`src/rtl/complex_wb_queue.sv`:
```
// complex_wb_queue
//
// Small circular FIFO that parks complex-FU results until the shared
// writeback port is free. The simple lane owns the port whenever
// simpleValid_i is high, so the queue only drains on cycles the simple lane
// leaves idle. If the simple lane hogs the port for STARVE_LIMIT cycles in a
// row while results are waiting, starve_o asks issue to leave the simple lane
// idle for a cycle.
//
// Packet layout (PKT_W bits): bit PKT_W-1 is the valid flag, bits PKT_W-2:0
// are payload. Only the payload is stored; the valid flag is regenerated on
// the output.
//
// Ports
//   clk              sole clock, rising edge
//   reset            synchronous, active-high; wins over everything else
//   flush_i          discard every queued packet and the incoming one
//   simpleValid_i    simple lane is using the writeback port this cycle
//   complexPacket_i  incoming complex-FU packet (valid in MSB)
//   wbPacket_o       head packet when it is being written back, else 0
//   complexStall_o   queue full; complex FU must hold its result
//   starve_o         registered request to idle the simple lane
//   count_o          occupancy, 0..DEPTH
//   overflow_o       sticky: a packet arrived while full and not draining
//
// Handshake: the complex FU presents a packet with valid=1; it is taken on
// any clock edge where complexStall_o is low, or where it is high but the
// head is leaving in the same cycle. A packet presented while full and not
// draining is lost and flagged on overflow_o. There is no ready on the
// writeback side: a valid wbPacket_o is consumed in the cycle it appears.
//
// DEPTH must be a power of two and at least 2 so the pointers wrap for free.

module complex_wb_queue #(
    parameter int DEPTH        = 4,
    parameter int STARVE_LIMIT = 8,
    parameter int PKT_W        = 16
) (
    input  logic                    clk,
    input  logic                    reset,
    input  logic                    flush_i,
    input  logic                    simpleValid_i,
    input  logic [PKT_W-1:0]        complexPacket_i,
    output logic [PKT_W-1:0]        wbPacket_o,
    output logic                    complexStall_o,
    output logic                    starve_o,
    output logic [$clog2(DEPTH):0]  count_o,
    output logic                    overflow_o
);

    localparam int PW = $clog2(DEPTH);
    localparam int CW = PW + 1;
    localparam int SW = $clog2(STARVE_LIMIT) + 1;

    localparam logic [CW-1:0] FULL_COUNT = CW'(DEPTH);
    localparam logic [SW-1:0] STARVE_MAX = SW'(STARVE_LIMIT);

    logic [PKT_W-2:0] mem [DEPTH];
    logic [PW-1:0]    head;
    logic [PW-1:0]    tail;
    logic [CW-1:0]    count;
    logic [SW-1:0]    starve_cnt;
    logic [SW-1:0]    starve_cnt_nxt;
    logic             overflow_q;
    logic             starve_q;

    logic full;
    logic empty;
    logic deq;
    logic enq_req;
    logic enq;
    logic drop;

    assign full    = (count == FULL_COUNT);
    assign empty   = (count == '0);
    assign deq     = !empty && !simpleValid_i && !flush_i;
    assign enq_req = complexPacket_i[PKT_W-1] && !flush_i;
    // A full queue can still take a packet when the head leaves this cycle.
    assign enq     = enq_req && (!full || deq);
    assign drop    = enq_req && full && !deq;

    // Starve counter counts only cycles where work is waiting and the simple
    // lane holds the port; any drain, empty queue or flush restarts it.
    always_comb begin
        starve_cnt_nxt = starve_cnt;
        if (flush_i || deq || empty) begin
            starve_cnt_nxt = '0;
        end else if (simpleValid_i && (starve_cnt != STARVE_MAX)) begin
            starve_cnt_nxt = starve_cnt + SW'(1);
        end
    end

    always_ff @(posedge clk) begin
        if (reset) begin
            head       <= '0;
            tail       <= '0;
            count      <= '0;
            starve_cnt <= '0;
            starve_q   <= 1'b0;
            overflow_q <= 1'b0;
        end else begin
            starve_cnt <= starve_cnt_nxt;
            // Tracks the counter register: high exactly while it sits at the
            // limit, low the cycle after it clears.
            starve_q   <= (starve_cnt_nxt == STARVE_MAX);
            if (drop) begin
                overflow_q <= 1'b1;
            end
            if (flush_i) begin
                head  <= '0;
                tail  <= '0;
                count <= '0;
            end else begin
                if (enq) begin
                    tail <= tail + PW'(1);
                end
                if (deq) begin
                    head <= head + PW'(1);
                end
                if (enq && !deq) begin
                    count <= count + CW'(1);
                end else if (deq && !enq) begin
                    count <= count - CW'(1);
                end
            end
        end
    end

    // Storage is not reset; head/tail/count decide what is live, so stale
    // slots are never presented.
    always_ff @(posedge clk) begin
        if (enq && !reset) begin
            mem[tail] <= complexPacket_i[PKT_W-2:0];
        end
    end

    // Read is from registered state only, so a packet accepted this cycle
    // cannot appear until the next one.
    assign wbPacket_o     = deq ? {1'b1, mem[head]} : '0;
    assign complexStall_o = full;
    assign starve_o       = starve_q;
    assign count_o        = count;
    assign overflow_o     = overflow_q;

endmodule

```
`config.mk`:
```
export PLATFORM = sky130hd
export DESIGN_NAME = complex_wb_queue
export DESIGN_NICKNAME = d
export VERILOG_FILES = /design/src/rtl/complex_wb_queue.sv
export SDC_FILE = /design/constraint.sdc
export NUM_CORES = 1
export LEC_CHECK = 0
export BUFFER_PORTS_ARGS = -buffer_cell sky130_fd_sc_hd__buf_2
export CORE_MARGIN = 3
export CORE_UTILIZATION = 60
export DETAILED_ROUTE_END_ITERATION = 12
export GPL_TIMING_DRIVEN = 0
export PLACE_DENSITY_LB_ADDON = 0.3
export SLEW_MARGIN = 0
export SYNTH_ARGS = -nofsm -noshare
export SYNTH_HDL_FRONTEND = slang
export SYNTH_SLANG_ARGS = --single-unit
```
`constraint.sdc`:
```
create_clock -name clk -period 4.64 [get_ports clk]
set_input_delay 0.928 -clock clk [delete_from_list [all_inputs] [get_ports clk]]
set_output_delay 0.928 -clock clk [all_outputs]
set_load 0.01 [all_outputs]
```
==> reports/results.ini <==
[yosys]
yosysMostFrequentCell = sky130_fd_sc_hd__edfxtp_1
yosys_warnings = 0
ys_types = 35
synth_top_area_cell = sky130_fd_sc_hd__edfxtp_1
synthesis.nets = 211
ys_top_cells_by_area = sky130_fd_sc_hd__edfxtp_1 58%, sky130_fd_sc_hd__mux4_2 11%, sky130_fd_sc_hd__dfxtp_1 9.7%
synthesis.instances = 183
synth_top_cell_area_share = 0.581
async_reset_ff_frac = 0
synth-edff-count = 60
post_synth_most_frequent_cells = 60 x sky130_fd_sc_hd__edfxtp_1, 15 x sky130_fd_sc_hd__dfxtp_1, 15 x sky130_fd_sc_hd__mux4_2, 9 x sky130_fd_sc_hd__nor2b_1
mapped_avg_cell_area_um2 = 16.9
ys_seq_elements = 75
synth-main-ff-cell = sky130_fd_sc_hd__edfxtp_1
ys_seq_area_frac = 0.678
netlist_area_um2 = 3100

[power_and_ir_drop]
ir_drop_mv = 0.250
static-leakage-power_uw = 0.00136
power_dens_cells_nw_per_um2 = 348

[timing]
layout_worst_path_cycle_share = 0.661
slew_headroom = 0.483
fin_ws_ns = 1.57
max_slew.worst_pin.slew_ns = 0.771
report.final.hold_viol_count = 0
finalCriticalPeriod_ns = 3.07
grt_setup_unrepaired = no
setup-tns-final_ns = 0
worst_clock_skew_ns = 0.00620
fmaxAchievable_mhz = 326
report.final.slew_viol_count = 0
finalSetupViolCount = 0

[drt]
drc = 0
total_number_of_vias = 1710
drtPass1Iterations = 4
drt_iter0_drc = 103
via_per_inst = 5.50
wl_mm = 5.14
routedWlPerCell_um = 16.5
route.antenna.remaining_nets = 0

[worst_setup_path]
critPathCaptureType = primary output
crit_required_ns = 3.71
cp_slowest_cell = sky130_fd_sc_hd__or2_4
startpoint_type = primary input
cp_cell_sequence = buf_2, or2_4, or2_1, buf_6, buf_6, and2b_1, buf_2
timing.critical_path.slowest_cell_delay_ns = 0.26
worst-endpoint-arrival_ns = 2.14
worst-path-max-fanout = 10
criticalPathCategory = in2out

[clock_network]
path_clk_slew_ns = 0.07
h_tree_depth = 3
clock_tree_from_tritoncts = yes
cts-hold-fix-buffers = 0
post_cts_buffers = 0
tritoncts.num_buffers = 9
cts_resized = 0
clkSinkCount = 75
clk-insertion-delay-late_ns = 0.34
clock_tree.root_cell = sky130_fd_sc_hd__clkbuf_8
cts_buffer_depth = 2

[place]
place.port_buffers = 41
place_worst_setup_slack_ns = 1.57
place.gp.congestion = 0.750
dp_hpwl_mm = 3.66

[global_routing]
first_global_vias = 1738
globalRoute.totalOverflow = 0
largest_net_degree_at_the_start_of_global_routing = 13
grt_most_used_layer = met2
grt_first_pass_wirelength_mm = 8.59
global_route.usage.met2 = 0.298
global_route.usage.total = 0.190
met3_usage = 0.0371
grtUsageMet1 = 0.250
antenna_found_initial = 0

[die]
row_count = 25
floorplan.core_area_um2 = 4850
die_height_um = 77.9
ioPinCount = 42
die-area_um2 = 6070
fp.dieW_um = 77.9
initial_standard_cell_utilization_of_the_core = 0.640

[layout]
multi_input_area_um2 = 938
antennaDiodeCount = 0
fillCellCount = 308
num-nets-final = 267
register_cell_area_after_layout_um2 = 2100
drive_above_1_share = 0.365
area_growth_syn_to_layout_pct = 17.4

[run]
drv.max_cap_violation_count = 0

[min_path]
min-delay-path-class = reg2reg

[run_status]
run_status = complete, no violations

## where the power goes
group | internal [uW] | leakage [uW] | switching [uW]
sequential | 732 | 0.000663 | 4.63
clock | 242 | 0.000100 | 224
combinational | 29.9 | 0.000601 | 34.6
total | 1000 | 0.00136 | 263
## final timing paths
kind / from / to / slack [ns] / depth (start not counted)
worst max-delay path: flush_i / wbPacket_o[8] / 1.57 / 7
worst min-delay path: overflow_o$_SDFFE_PP0P_ / overflow_o$_SDFFE_PP0P_ / 0.48 / 2
worst max register to register: count_o[0]$_SDFFE_PP0P_ / count_o[2]$_SDFFE_PP0P_ / 2.09 / 10
worst min register to register: overflow_o$_SDFFE_PP0P_ / overflow_o$_SDFFE_PP0P_ / 0.48 / 2
## critical path, delay by kind of cell
kind / cells / cell delay [ns]
buffers and inverters: 4 / 0.52
and+or+nand+nor: 3 / 0.67
## registers in the layout (all words and copies together), names as in the netlist, named ones only
name	count
head	2
mem	60
starve_cnt	4
count_o	3
starve_o	1
overflow_o	1
tail	2
## layout make-up
type,count,area share
tap,67,0.0230
clock buffer,9,0.0340
buffer,6,0.0141
multi-input combinational,94,0.258
timing repair buffer,45,0.0697
inverter,8,0.00824
clock inverter,7,0.0161
sequential,75,0.577
## cells by family after synthesis
group | synth area share
xor+xnor | 0.00847
buf+inv | 0.0262
flops | 0.678
fa+ha+maj | 0.0347
mux | 0.122
simple gates | 0.100
compound gates | 0.0311
## stage by stage
stage	utilization	cell area (um^2)	power (uW)	std cells	hold WS (ns)
final	0.751	3640	1270	311	0.475
after global routing	0.751	3640	1310	311	0.533
after CTS	0.751	3640	1280	311	0.477
after detailed placement	0.714	3460	817	295	0.458
after global placement	0.699	3390	813	291	0.456
after floorplan	-	3100	787	183	0.471
## per-layer routing
metal / vias up / routed length, um
li1: 818 / -
met1: 834 / 2220
met2: 47 / 2560
met3: 11 / 233
met4: 0 / 119
met5: - / 0
## placed cells by master (no fill, tap or decap), types with 4 or more instances in the layout
cell                       count
sky130_fd_sc_hd__mux2i_1       4
sky130_fd_sc_hd__nand2_1       7
sky130_fd_sc_hd__a21oi_1       4
sky130_fd_sc_hd__clkinv_2      5
sky130_fd_sc_hd__inv_1         8
sky130_fd_sc_hd__clkbuf_8      9
sky130_fd_sc_hd__nor2b_1       9
sky130_fd_sc_hd__nor3b_2       4
sky130_fd_sc_hd__dfxtp_1      15
sky130_fd_sc_hd__buf_2        43
sky130_fd_sc_hd__and2b_1       8
sky130_fd_sc_hd__ha_1          7
sky130_fd_sc_hd__edfxtp_1     60
sky130_fd_sc_hd__mux4_2       15
sky130_fd_sc_hd__buf_6         6
sky130_fd_sc_hd__nor2_1        7
(Power assumes the default switching activity.)
